--- src/rtl/dac_burst_sequencer_if.sv ---
// Host byte link into the DAC burst sequencer.
// A byte transfers on every clock edge where cmd_valid && cmd_ready; the sender
// holds cmd_data stable while cmd_valid is high and cmd_ready is not yet seen.
interface dac_burst_sequencer_if;
  logic [7:0] cmd_data;
  logic       cmd_valid;
  logic       cmd_ready;

  modport master (output cmd_data, output cmd_valid, input cmd_ready);
  modport slave  (input cmd_data, input cmd_valid, output cmd_ready);
endinterface

--- src/rtl/dac_burst_sequencer.sv ---
// Command parser that configures the stepped-waveform DAC and sequences its
// enable as timed on/off bursts with a repeat count.
module dac_burst_sequencer #(
  parameter int N_STEPS = 10,
  parameter int CNT_W   = 16
) (
  input  logic                   clk,
  input  logic                   rst,
  dac_burst_sequencer_if.slave   cmd,
  output logic [8*N_STEPS-1:0]   dac_up,
  output logic [8*N_STEPS-1:0]   dac_down,
  output logic [7:0]             dac_up_states,
  output logic [7:0]             dac_down_states,
  output logic [7:0]             dac_idle,
  output logic [15:0]            dac_divider,
  output logic                   dac_en,
  output logic                   dac_set,
  output logic                   busy,
  output logic                   done,
  output logic                   err,
  output logic [1:0]             parse_state,
  output logic [1:0]             burst_state
);

  localparam int PL_MAX = (N_STEPS > 6) ? N_STEPS : 6;
  localparam int IDX_W  = $clog2(PL_MAX);

  localparam logic [7:0] OP_LOAD_UP   = 8'h01;
  localparam logic [7:0] OP_LOAD_DOWN = 8'h02;
  localparam logic [7:0] OP_CFG       = 8'h03;
  localparam logic [7:0] OP_RUN       = 8'h04;
  localparam logic [7:0] OP_STOP      = 8'h05;
  localparam logic [7:0] OP_CLR_ERR   = 8'h06;

  typedef enum logic [1:0] {P_OPCODE, P_PAYLOAD} pstate_t;
  typedef enum logic [1:0] {B_IDLE, B_ON, B_OFF} bstate_t;

  pstate_t            p_state, p_next;
  bstate_t            b_state, b_next;
  logic [7:0]         opcode;
  logic [IDX_W-1:0]   idx, last_idx;
  logic [7:0]         shadow [PL_MAX];
  logic [8*PL_MAX-1:0] pl;
  logic               hs;
  logic               commit_up, commit_down, commit_cfg, commit_run;
  logic               do_stop, do_clr, bad_op, cfg_ok;

  logic [CNT_W-1:0]   on_len, off_len, cnt;
  logic [CNT_W-1:0]   on_n, off_n, cnt_n;
  logic [7:0]         reps_left, reps_n;
  logic               done_n;
  logic [CNT_W-1:0]   run_on, run_off;
  logic [7:0]         run_reps;
  logic [15:0]        cfg_div;

  function automatic logic [IDX_W-1:0] payload_last(input logic [7:0] op);
    case (op)
      OP_LOAD_UP, OP_LOAD_DOWN: payload_last = IDX_W'(N_STEPS - 1);
      OP_CFG:                   payload_last = IDX_W'(4);
      OP_RUN:                   payload_last = IDX_W'(5);
      default:                  payload_last = '0;
    endcase
  endfunction

  assign cmd.cmd_ready = 1'b1;
  assign hs            = cmd.cmd_valid & cmd.cmd_ready;
  assign parse_state   = p_state;
  assign burst_state   = b_state;

  // Full payload as it will look once the byte now on the bus is included,
  // so the final handshake commits without an extra cycle.
  always_comb begin
    pl = '0;
    for (int i = 0; i < PL_MAX; i++)
      pl[8*i +: 8] = (IDX_W'(i) == idx) ? cmd.cmd_data : shadow[i];
  end

  always_ff @(posedge clk) begin
    if (rst) p_state <= P_OPCODE;
    else     p_state <= p_next;
  end

  always_comb begin
    p_next      = p_state;
    commit_up   = 1'b0;
    commit_down = 1'b0;
    commit_cfg  = 1'b0;
    commit_run  = 1'b0;
    do_stop     = 1'b0;
    do_clr      = 1'b0;
    bad_op      = 1'b0;
    unique case (p_state)
      P_OPCODE: if (hs) begin
        case (cmd.cmd_data)
          OP_LOAD_UP, OP_LOAD_DOWN, OP_CFG, OP_RUN: p_next = P_PAYLOAD;
          OP_STOP:    do_stop = 1'b1;
          OP_CLR_ERR: do_clr  = 1'b1;
          default:    bad_op  = 1'b1;
        endcase
      end
      P_PAYLOAD: if (hs && idx == last_idx) begin
        p_next = P_OPCODE;
        case (opcode)
          OP_LOAD_UP:   commit_up   = 1'b1;
          OP_LOAD_DOWN: commit_down = 1'b1;
          OP_CFG:       commit_cfg  = 1'b1;
          OP_RUN:       commit_run  = 1'b1;
          default:      ;
        endcase
      end
      default: p_next = P_OPCODE;
    endcase
  end

  always_ff @(posedge clk) begin
    if (rst) begin
      opcode   <= '0;
      idx      <= '0;
      last_idx <= '0;
      for (int i = 0; i < PL_MAX; i++) shadow[i] <= '0;
    end else if (hs) begin
      if (p_state == P_OPCODE) begin
        opcode   <= cmd.cmd_data;
        idx      <= '0;
        last_idx <= payload_last(cmd.cmd_data);
      end else begin
        shadow[idx] <= cmd.cmd_data;
        idx         <= idx + 1'b1;
      end
    end
  end

  assign cfg_ok  = (pl[7:0]  >= 8'd1) && (pl[7:0]  <= 8'(N_STEPS)) &&
                   (pl[15:8] >= 8'd1) && (pl[15:8] <= 8'(N_STEPS));
  assign cfg_div = pl[39:24];

  always_ff @(posedge clk) begin
    if (rst) begin
      dac_up          <= '0;
      dac_down        <= '0;
      dac_up_states   <= 8'(N_STEPS);
      dac_down_states <= 8'(N_STEPS);
      dac_idle        <= 8'h80;
      dac_divider     <= 16'd1;
      dac_set         <= 1'b0;
      err             <= 1'b0;
    end else begin
      if (commit_up)   dac_up   <= pl[8*N_STEPS-1:0];
      if (commit_down) dac_down <= pl[8*N_STEPS-1:0];
      if (commit_cfg && cfg_ok) begin
        dac_up_states   <= pl[7:0];
        dac_down_states <= pl[15:8];
        dac_idle        <= pl[23:16];
        dac_divider     <= (cfg_div == 16'd0) ? 16'd1 : cfg_div;
      end
      if (commit_run) dac_set <= pl[40];
      if (bad_op || (commit_cfg && !cfg_ok)) err <= 1'b1;
      else if (do_clr)                       err <= 1'b0;
    end
  end

  assign run_on   = CNT_W'(pl[15:0]);
  assign run_off  = CNT_W'(pl[31:16]);
  assign run_reps = pl[39:32];

  always_ff @(posedge clk) begin
    if (rst) begin
      b_state   <= B_IDLE;
      on_len    <= '0;
      off_len   <= '0;
      reps_left <= '0;
      cnt       <= '0;
      done      <= 1'b0;
    end else begin
      b_state   <= b_next;
      on_len    <= on_n;
      off_len   <= off_n;
      reps_left <= reps_n;
      cnt       <= cnt_n;
      done      <= done_n;
    end
  end

  // cnt holds the cycles still to go in the current dwell, minus one.
  always_comb begin
    b_next = b_state;
    on_n   = on_len;
    off_n  = off_len;
    reps_n = reps_left;
    cnt_n  = cnt;
    done_n = 1'b0;
    if (commit_run) begin
      on_n   = run_on;
      off_n  = run_off;
      reps_n = run_reps;
      cnt_n  = run_on - 1'b1;
      if (run_reps == 8'd0 || run_on == '0) begin
        b_next = B_IDLE;
        done_n = 1'b1;
      end else begin
        b_next = B_ON;
      end
    end else if (do_stop) begin
      b_next = B_IDLE;
    end else begin
      unique case (b_state)
        B_ON: if (cnt == '0) begin
          reps_n = reps_left - 1'b1;
          if (reps_left == 8'd1) begin
            b_next = B_IDLE;
            done_n = 1'b1;
          end else if (off_len == '0) begin
            cnt_n = on_len - 1'b1;
          end else begin
            b_next = B_OFF;
            cnt_n  = off_len - 1'b1;
          end
        end else begin
          cnt_n = cnt - 1'b1;
        end
        B_OFF: if (cnt == '0) begin
          b_next = B_ON;
          cnt_n  = on_len - 1'b1;
        end else begin
          cnt_n = cnt - 1'b1;
        end
        default: b_next = B_IDLE;
      endcase
    end
  end

  assign dac_en = (b_state == B_ON);
  assign busy   = (b_state != B_IDLE);

endmodule

--- src/flat_wrapper.sv ---
// flat-port wrapper written by rule: the top's interface ports become plain ports
module dac_burst_sequencer_flat 
#(
  parameter int N_STEPS = 10,
  parameter int CNT_W   = 16
)
  (clk, rst, dac_up, dac_down, dac_up_states, dac_down_states, dac_idle, dac_divider, dac_en, dac_set, busy, done, err, parse_state, burst_state, cmd_cmd_data, cmd_cmd_valid, cmd_cmd_ready);
  dac_burst_sequencer_if cmd_i ();
  input  logic clk;
  input  logic rst;
  output logic [8*N_STEPS-1:0] dac_up;
  output logic [8*N_STEPS-1:0] dac_down;
  output logic [7:0] dac_up_states;
  output logic [7:0] dac_down_states;
  output logic [7:0] dac_idle;
  output logic [15:0] dac_divider;
  output logic dac_en;
  output logic dac_set;
  output logic busy;
  output logic done;
  output logic err;
  output logic [1:0] parse_state;
  output logic [1:0] burst_state;
  input wire logic [$bits(cmd_i.cmd_data)-1:0] cmd_cmd_data;
  input wire logic [$bits(cmd_i.cmd_valid)-1:0] cmd_cmd_valid;
  output wire logic [$bits(cmd_i.cmd_ready)-1:0] cmd_cmd_ready;
  assign cmd_i.cmd_data = cmd_cmd_data;
  assign cmd_i.cmd_valid = cmd_cmd_valid;
  assign cmd_cmd_ready = cmd_i.cmd_ready;
  dac_burst_sequencer #(.N_STEPS(N_STEPS), .CNT_W(CNT_W)) u_core (.clk(clk), .rst(rst), .cmd(cmd_i), .dac_up(dac_up), .dac_down(dac_down), .dac_up_states(dac_up_states), .dac_down_states(dac_down_states), .dac_idle(dac_idle), .dac_divider(dac_divider), .dac_en(dac_en), .dac_set(dac_set), .busy(busy), .done(done), .err(err), .parse_state(parse_state), .burst_state(burst_state));
endmodule
--- config.mk ---
export PLATFORM = sky130hd
export DESIGN_NAME = dac_burst_sequencer_flat
export DESIGN_NICKNAME = d
export VERILOG_FILES = /design/src/rtl/dac_burst_sequencer_if.sv /design/src/rtl/dac_burst_sequencer.sv /design/src/flat_wrapper.sv
export SDC_FILE = /design/constraint.sdc
export NUM_CORES = 1
export LEC_CHECK = 0
export BUFFER_PORTS_ARGS = -buffer_cell sky130_fd_sc_hd__buf_2
export CAP_MARGIN = 20
export CORE_ASPECT_RATIO = 1.5
export CORE_MARGIN = 5
export CORE_UTILIZATION = 45
export CTS_CLUSTER_DIAMETER = 120
export DETAILED_ROUTE_END_ITERATION = 16
export GPL_TIMING_DRIVEN = 0
export PLACE_DENSITY = 0.68
export SLEW_MARGIN = 30
export SYNTH_ARGS = -nofsm -noshare
export SYNTH_HDL_FRONTEND = slang
export SYNTH_SLANG_ARGS = --single-unit
--- constraint.sdc ---
create_clock -name clk -period 5.1 [get_ports clk]
set_input_delay 1.02 -clock clk [delete_from_list [all_inputs] [get_ports clk]]
set_output_delay 1.02 -clock clk [all_outputs]
set_load 0.005 [all_outputs]
After elaboration in Yosys (flattened, before gate mapping) --
Memory sizes are Yosys's and may differ from the RTL's. Cells that the tools add are included.
Word-level totals: memories 1, bits in writable memories 80, input port bits 11, word-level logic and storage cells 165, bits in registers 279
Cells by class: multiplexer cells 74, equal/unequal tests 32, add/sub/neg operators 6, reductions and logical operators 30, $lt $le $gt $ge 4
Memory list:
- u_core.shadow | words 10, bits a word 8, read ports 10, clocked after memory_dff 0, write ports 10, RTL line dac_burst_sequencer.sv:42 | logic [7:0] shadow [PL_MAX];
Operator list (number):
- 8-bit two-way mux | 15
- 16-bit two-way mux | 7
- 16-bit logical NOT | 4
- 16-bit by 1-bit subtractor with 16-bit output, second input constant | 4
- 1-bit two-way mux | 37
- 8-bit by 2-bit == test with 1-bit output, second input constant | 4
- 8-bit by 3-bit == test with 1-bit output, second input constant | 4
- 16-bit one-hot mux with 2 select lines | 1
- 8-bit by 1-bit == test with 1-bit output, second input constant | 3
- 2-bit two-way mux | 9
- 3-bit by 4-bit == test with 1-bit output, first input constant | 4
- 8-bit by 1-bit greater-or-equal comparator with 1-bit output, second input constant | 2
- 8-bit by 4-bit <= comparator with 1-bit output, second input constant | 2
- 4-bit one-hot mux with 3 select lines | 1
- 3-bit AND reduction | 4
- 2-bit by 4-bit == test with 1-bit output, first input constant | 2
- 4-bit == test, first input constant | 2
- 8-bit logical NOT | 1
- 4-bit two-way mux | 2
- 4-bit by 1-bit != test with 1-bit output, second input constant | 2
- 2-bit one-hot mux with 2 select lines | 2
- 2-bit nonzero test | 4
- 8-bit OR reduction | 1
- 8-bit by 1-bit subtractor with 8-bit output, second input constant | 1
- other kinds (19) | 28

Logic depth before layout (Yosys ltp) --
depth after elaboration 10, depth in mapped cells 14, depth with buffers taken out 10

Worst setup path after synthesis --
OpenSTA, ideal clock, no wires.
path type register to register, start register u_core.idx[0], end register u_core.dac_divider[10], required time 4.977 ns, arrival time 3.442 ns, stages on the path, launching flop included 15, period minus slack after synthesis 3.565 ns, setup slack 1.535 ns, buffers on the path 5, cells stage by stage dfxtp_1 clkbuf_1 inv_1 ha_1 or3b_1 buf_2 buf_2 mux2i_1 ha_1 nand2_1 o211a_1 and3_1 buf_4 buf_6 mux2_1
Between the ends: word-level cells in the longest chain between the ends 7, elaborated cells between the ends (all ways) 22
Ends and longest elaborated chain:
- start: declaration | RTL line dac_burst_sequencer.sv:41 | logic [IDX_W-1:0] idx, last_idx;
- start signal: assignment | RTL line dac_burst_sequencer.sv:128 | idx <= idx + 1'b1;
- 4-bit logical NOT | RTL line dac_burst_sequencer.sv:75 | pl[8*i +: 8] = (IDX_W'(i) == idx) ? cmd.cmd_data : shadow[i];
- 8-bit two-way mux | RTL line dac_burst_sequencer.sv:75
- 8-bit by 1-bit greater-or-equal comparator with 1-bit output or 8-bit by 4-bit <= comparator with 1-bit output (tied branches) | RTL line dac_burst_sequencer.sv:133 | assign cfg_ok = (pl[7:0] >= 8'd1) && (pl[7:0] <= 8'(N_STEPS)) &&
- 1-bit logical AND (2 in a row) | RTL line dac_burst_sequencer.sv:133
- 1-bit logical AND | RTL line dac_burst_sequencer.sv:134 | (pl[15:8] >= 8'd1) && (pl[15:8] <= 8'(N_STEPS));
- 1-bit logical AND | RTL line dac_burst_sequencer.sv:150 | if (commit_cfg && cfg_ok) begin
- end signal: assignment | RTL line dac_burst_sequencer.sv:154 | dac_divider <= (cfg_div == 16'd0) ? 16'd1 : cfg_div;
- end: declaration | RTL line dac_burst_sequencer.sv:15 | output logic [15:0] dac_divider,
Parallel ways exist; a longest one is shown, timed or not. A chain may end at the register's enable or synchronous reset.

Final worst setup path --
start register u_core.idx[0], end register u_core.dac_divider[14]
The elaborated chain is that of the path after synthesis.

==> flow_summary_export.csv <==
group,metric,value,unit
outcome,status,"complete, no violations",
power_and_ir_drop,intPower,0.00435,W
critical_path,cpPeakStageDelay,0.78,ns
sta,period_minus_slack,4.53,ns
drt,maxUsedRoutingLayer,"met5",
worst_hold_path,min_path_type,"flip-flop to flip-flop",
clock_network,tritoncts,"yes",
synthesis,ys_seq_elements,357,
clock_network,cts.sinks,357,
global_route,grt_pass1_wl,82500,um
power_and_ir_drop,power_density,300,nW/um^2
sta,rsz0062_at_grt,"false",
die,rows,84,
clock_network,insertion_delay,0.53,ns
clock_network,clk_path_buf_depth,3,
synthesis,avgSynthCellArea,9.50,sq um
clock_network,cts_hold_buf,0,
global_route,grt-ovfl-total,0,
sta,skew,0.0152,ns
global_route,antenna_found_initial,2,
synthesis,synth_top_area_share,34.5,%
critical_path,crit_path_end_kind,"flip-flop",
clock_network,h-tree-depth,2,
placed_design,port_buffers,213,
clock_network,cts_made_buffers,35,
sta,finalSetupViolCount,0,
sta,slew_headroom,35.5,%
placed_design,dpl.cell_count,2380,
clock_network,clkTransAtPathRegs,0.07,ns
synthesis,synthCells,1694,
critical_path,cp_slowest_cell,"mux2i_2",
drt,drc,0,
final_layout,drive_gt1_share,17.8,%
critical_path,critPathBufInv,6,
sta,timing.final.crit_share,88.9,%
clock_network,postCtsResizedCells,0,
synthesis,synth_adder_area_share,1.40,%
power_and_ir_drop,pwr-share-comb,4.3,%
final_layout,area_growth,17.4,%
critical_path,crit_fanout,10,
clock_network,post_cts_buffers,0,
drt,wl_met3,2810,um
synthesis,synth.area.top_cells,"dfxtp_1 (34%), edfxtp_1 (15%), a211oi_1 (9.2%), nor2_1 (7.2%), mux2i_1 (5.3%)",
synthesis,yosysUniqueCellTypes,77,
placed_design,gp_congestion,1.00,
final_layout,fin_util,53.7,%
drt,first_pass_iters,6,
critical_path,worstPathRequired,5.51,ns
synthesis,synthArstFlopShare,0,%
die,die-area,39700,sq um
placed_design,hpwlAfterDp,41600,um
die,coreArea,35200,sq um
sta,fin_tns_setup,0,ns
power_and_ir_drop,seqPwrFrac,51.6,%
job,drv_cap,0,
synthesis,synth_compound_area_share,15.6,%
drt,drt-vias-per-instance,5.83,
synthesis,synth_mux_area_share,7.76,%
critical_path,cp_top_family,"buffers and inverters",
synthesis,yosysSeqAreaShare,49.4,%
drt,met1Wirelength,20100,um
synthesis,yosysWarnings,0,
synthesis,synth_nets,1723,
sta,tightest_slew,0.940,ns
critical_path,worstSetupStartpointType,"flip-flop",
synthesis,synth_top_cell_by_area,"dfxtp_1",
critical_path,worstSetupPathType,"flip-flop to flip-flop",
power_and_ir_drop,p_clk_share,44.1,%
synthesis,synth-edff-count,80,
synthesis,synth_flop_cell,"dfxtp_1",
synthesis,synth_top_family_by_area,"simple AND/OR/NAND/NOR gates",
drt,ant_nets,0,
drt,detail_route.wirelength,55200,um
synthesis,synth-xor-area-share,2.23,%
die,ios,221,
drt,route.detailed.wl_per_inst,22.6,um
drt,via_count,14200,
synthesis,synth-simple-area-share,18.9,%
power_and_ir_drop,p_leak,7.73,nW
power_and_ir_drop,finalPower,0.00566,W
sta,max_freq,0.221,GHz
sta,holdWs,0.457,ns
sta,drv_slew,0,
die,fp.dieW,164,um
global_route,grt_pass1_vias,13800,
global_route,gr-usage-all-layers,26.9,%
final_layout,final_cell_mix,"nor2_1 (307), dfxtp_1 (277), buf_2 (244), a211oi_1 (198), clkbuf_1 (87)",
sta,hold_viol,0,
final_layout,mostFrequentLayoutCell,"nor2_1",
global_route,grt_start_max_net_pins,17,
power_and_ir_drop,p_sw,0.00131,W
power_and_ir_drop,swShare,23.1,%
die,start_util,45.7,%
critical_path,worstPathArrival,4.94,ns
power_and_ir_drop,ir_drop,0.000211,V
final_layout,fin_cells,2443,
clock_network,clock-root-buffer,"clkbuf_16",
final_layout,fin_nets,1973,
drt,drt_iter0_markers,944,
synthesis,netlist_area,16100,sq um
die,die_h,242,um
critical_path,worstPathCellList,"clkbuf_1, inv_1, ha_1, or3b_1, buf_2, buf_2, mux2i_2, ha_1, nand2_1, o211a_1, and3_1, buf_4, buf_6, mux2_1",
drt,wl_met2,28500,um
==> flip-flops by register name, indices dropped and copies added (netlist names), 2 cells and up <==
signal                  flops
u_core.burst_state          2
u_core.idx                  4
u_core.last_idx             3
u_core.reps_left            8
u_core.on_len              16
u_core.shadow              80
u_core.dac_divider         16
u_core.dac_up_states        8
u_core.dac_up              80
u_core.cnt                 16
u_core.dac_idle             8
u_core.dac_down            80
u_core.opcode               8
u_core.off_len             16
u_core.dac_down_states      8
==> metal layers <==
layer	track usage (%)	vias to the layer above
met5	0	-
met4	16.7	2
met3	3.61	193
met2	48.0	570
met1	29.7	6871
li1	-	6598
==> path summary, 6_finish.rpt <==
kind | startpoint | endpoint | slack, ns | cells after the start
setup / recovery | u_core.idx[0] | u_core.dac_divider[14] | 0.57 | 14
hold / removal | u_core.opcode[4] | u_core.opcode[4] | 0.46 | 2
setup reg to reg | u_core.idx[0] | u_core.dac_divider[14] | 0.57 | 14
hold reg to reg | u_core.opcode[4] | u_core.opcode[4] | 0.46 | 2
==> synthesized netlist by cell type (27+ instances only) <==
cell / n
nor2_1: 307
dfxtp_1: 277
a211oi_1: 198
mux2i_1: 86
clkbuf_1: 82
edfxtp_1: 80
nand2_1: 77
a21oi_1: 51
and2_1: 36
nor3_1: 33
o21ai_0: 33
nor2b_1: 32
buf_2: 31
inv_1: 28
nand3_1: 27
==> layout make-up <==
cell class	instances	area [sq um]
Tap cell	473	592
Antenna cell	2	5.00
Inverter	29	109
Sequential cell	357	7950
Multi-Input combinational cell	1170	7470
Buffer	138	633
Clock buffer	46	967
Clock inverter	15	109
Fill cell	3291	16300
Timing Repair Buffer	213	1070
==> per-stage QoR <==
stage	instance area, sq um	worst slack [ns]
after floorplan	16100	1.53
after global placement	17800	0.430
after detailed placement	17800	0.737
after CTS	18900	0.696
after global routing	18900	0.478
final	18900	0.565
==> power by group through the flow <==
stage | sequential, W | combinational, W | clock [W]
2_1_floorplan | 0.00298 | 0.000137 | 0
3_3_place_gp | 0.00298 | 0.000233 | 0
3_5_place_dp | 0.00299 | 0.000235 | 0
4_1_cts | 0.00292 | 0.000236 | 0.00252
5_1_grt | 0.00292 | 0.000255 | 0.00264
6_report | 0.00292 | 0.000242 | 0.00250
==> logic make-up (layout without fill, tap and decap cells) <==
kind of cell,Yosys count,after routing
adders and majority gates,18,18
DFF,357,357
AOI/OAI and AO/OA,358,358
other,2,4
buffers and inverters,167,441
xor gates and xnor gates,41,41
muxes,120,120
and+or+nand+nor,631,631
==> tightest hold or removal path: stages, from the launching register on <==
cell	delay, ns
dfxtp_1	0.31
nand2_1	0.05
a21oi_1	0.05
No activity file was read; power rests on OpenSTA's default activity.
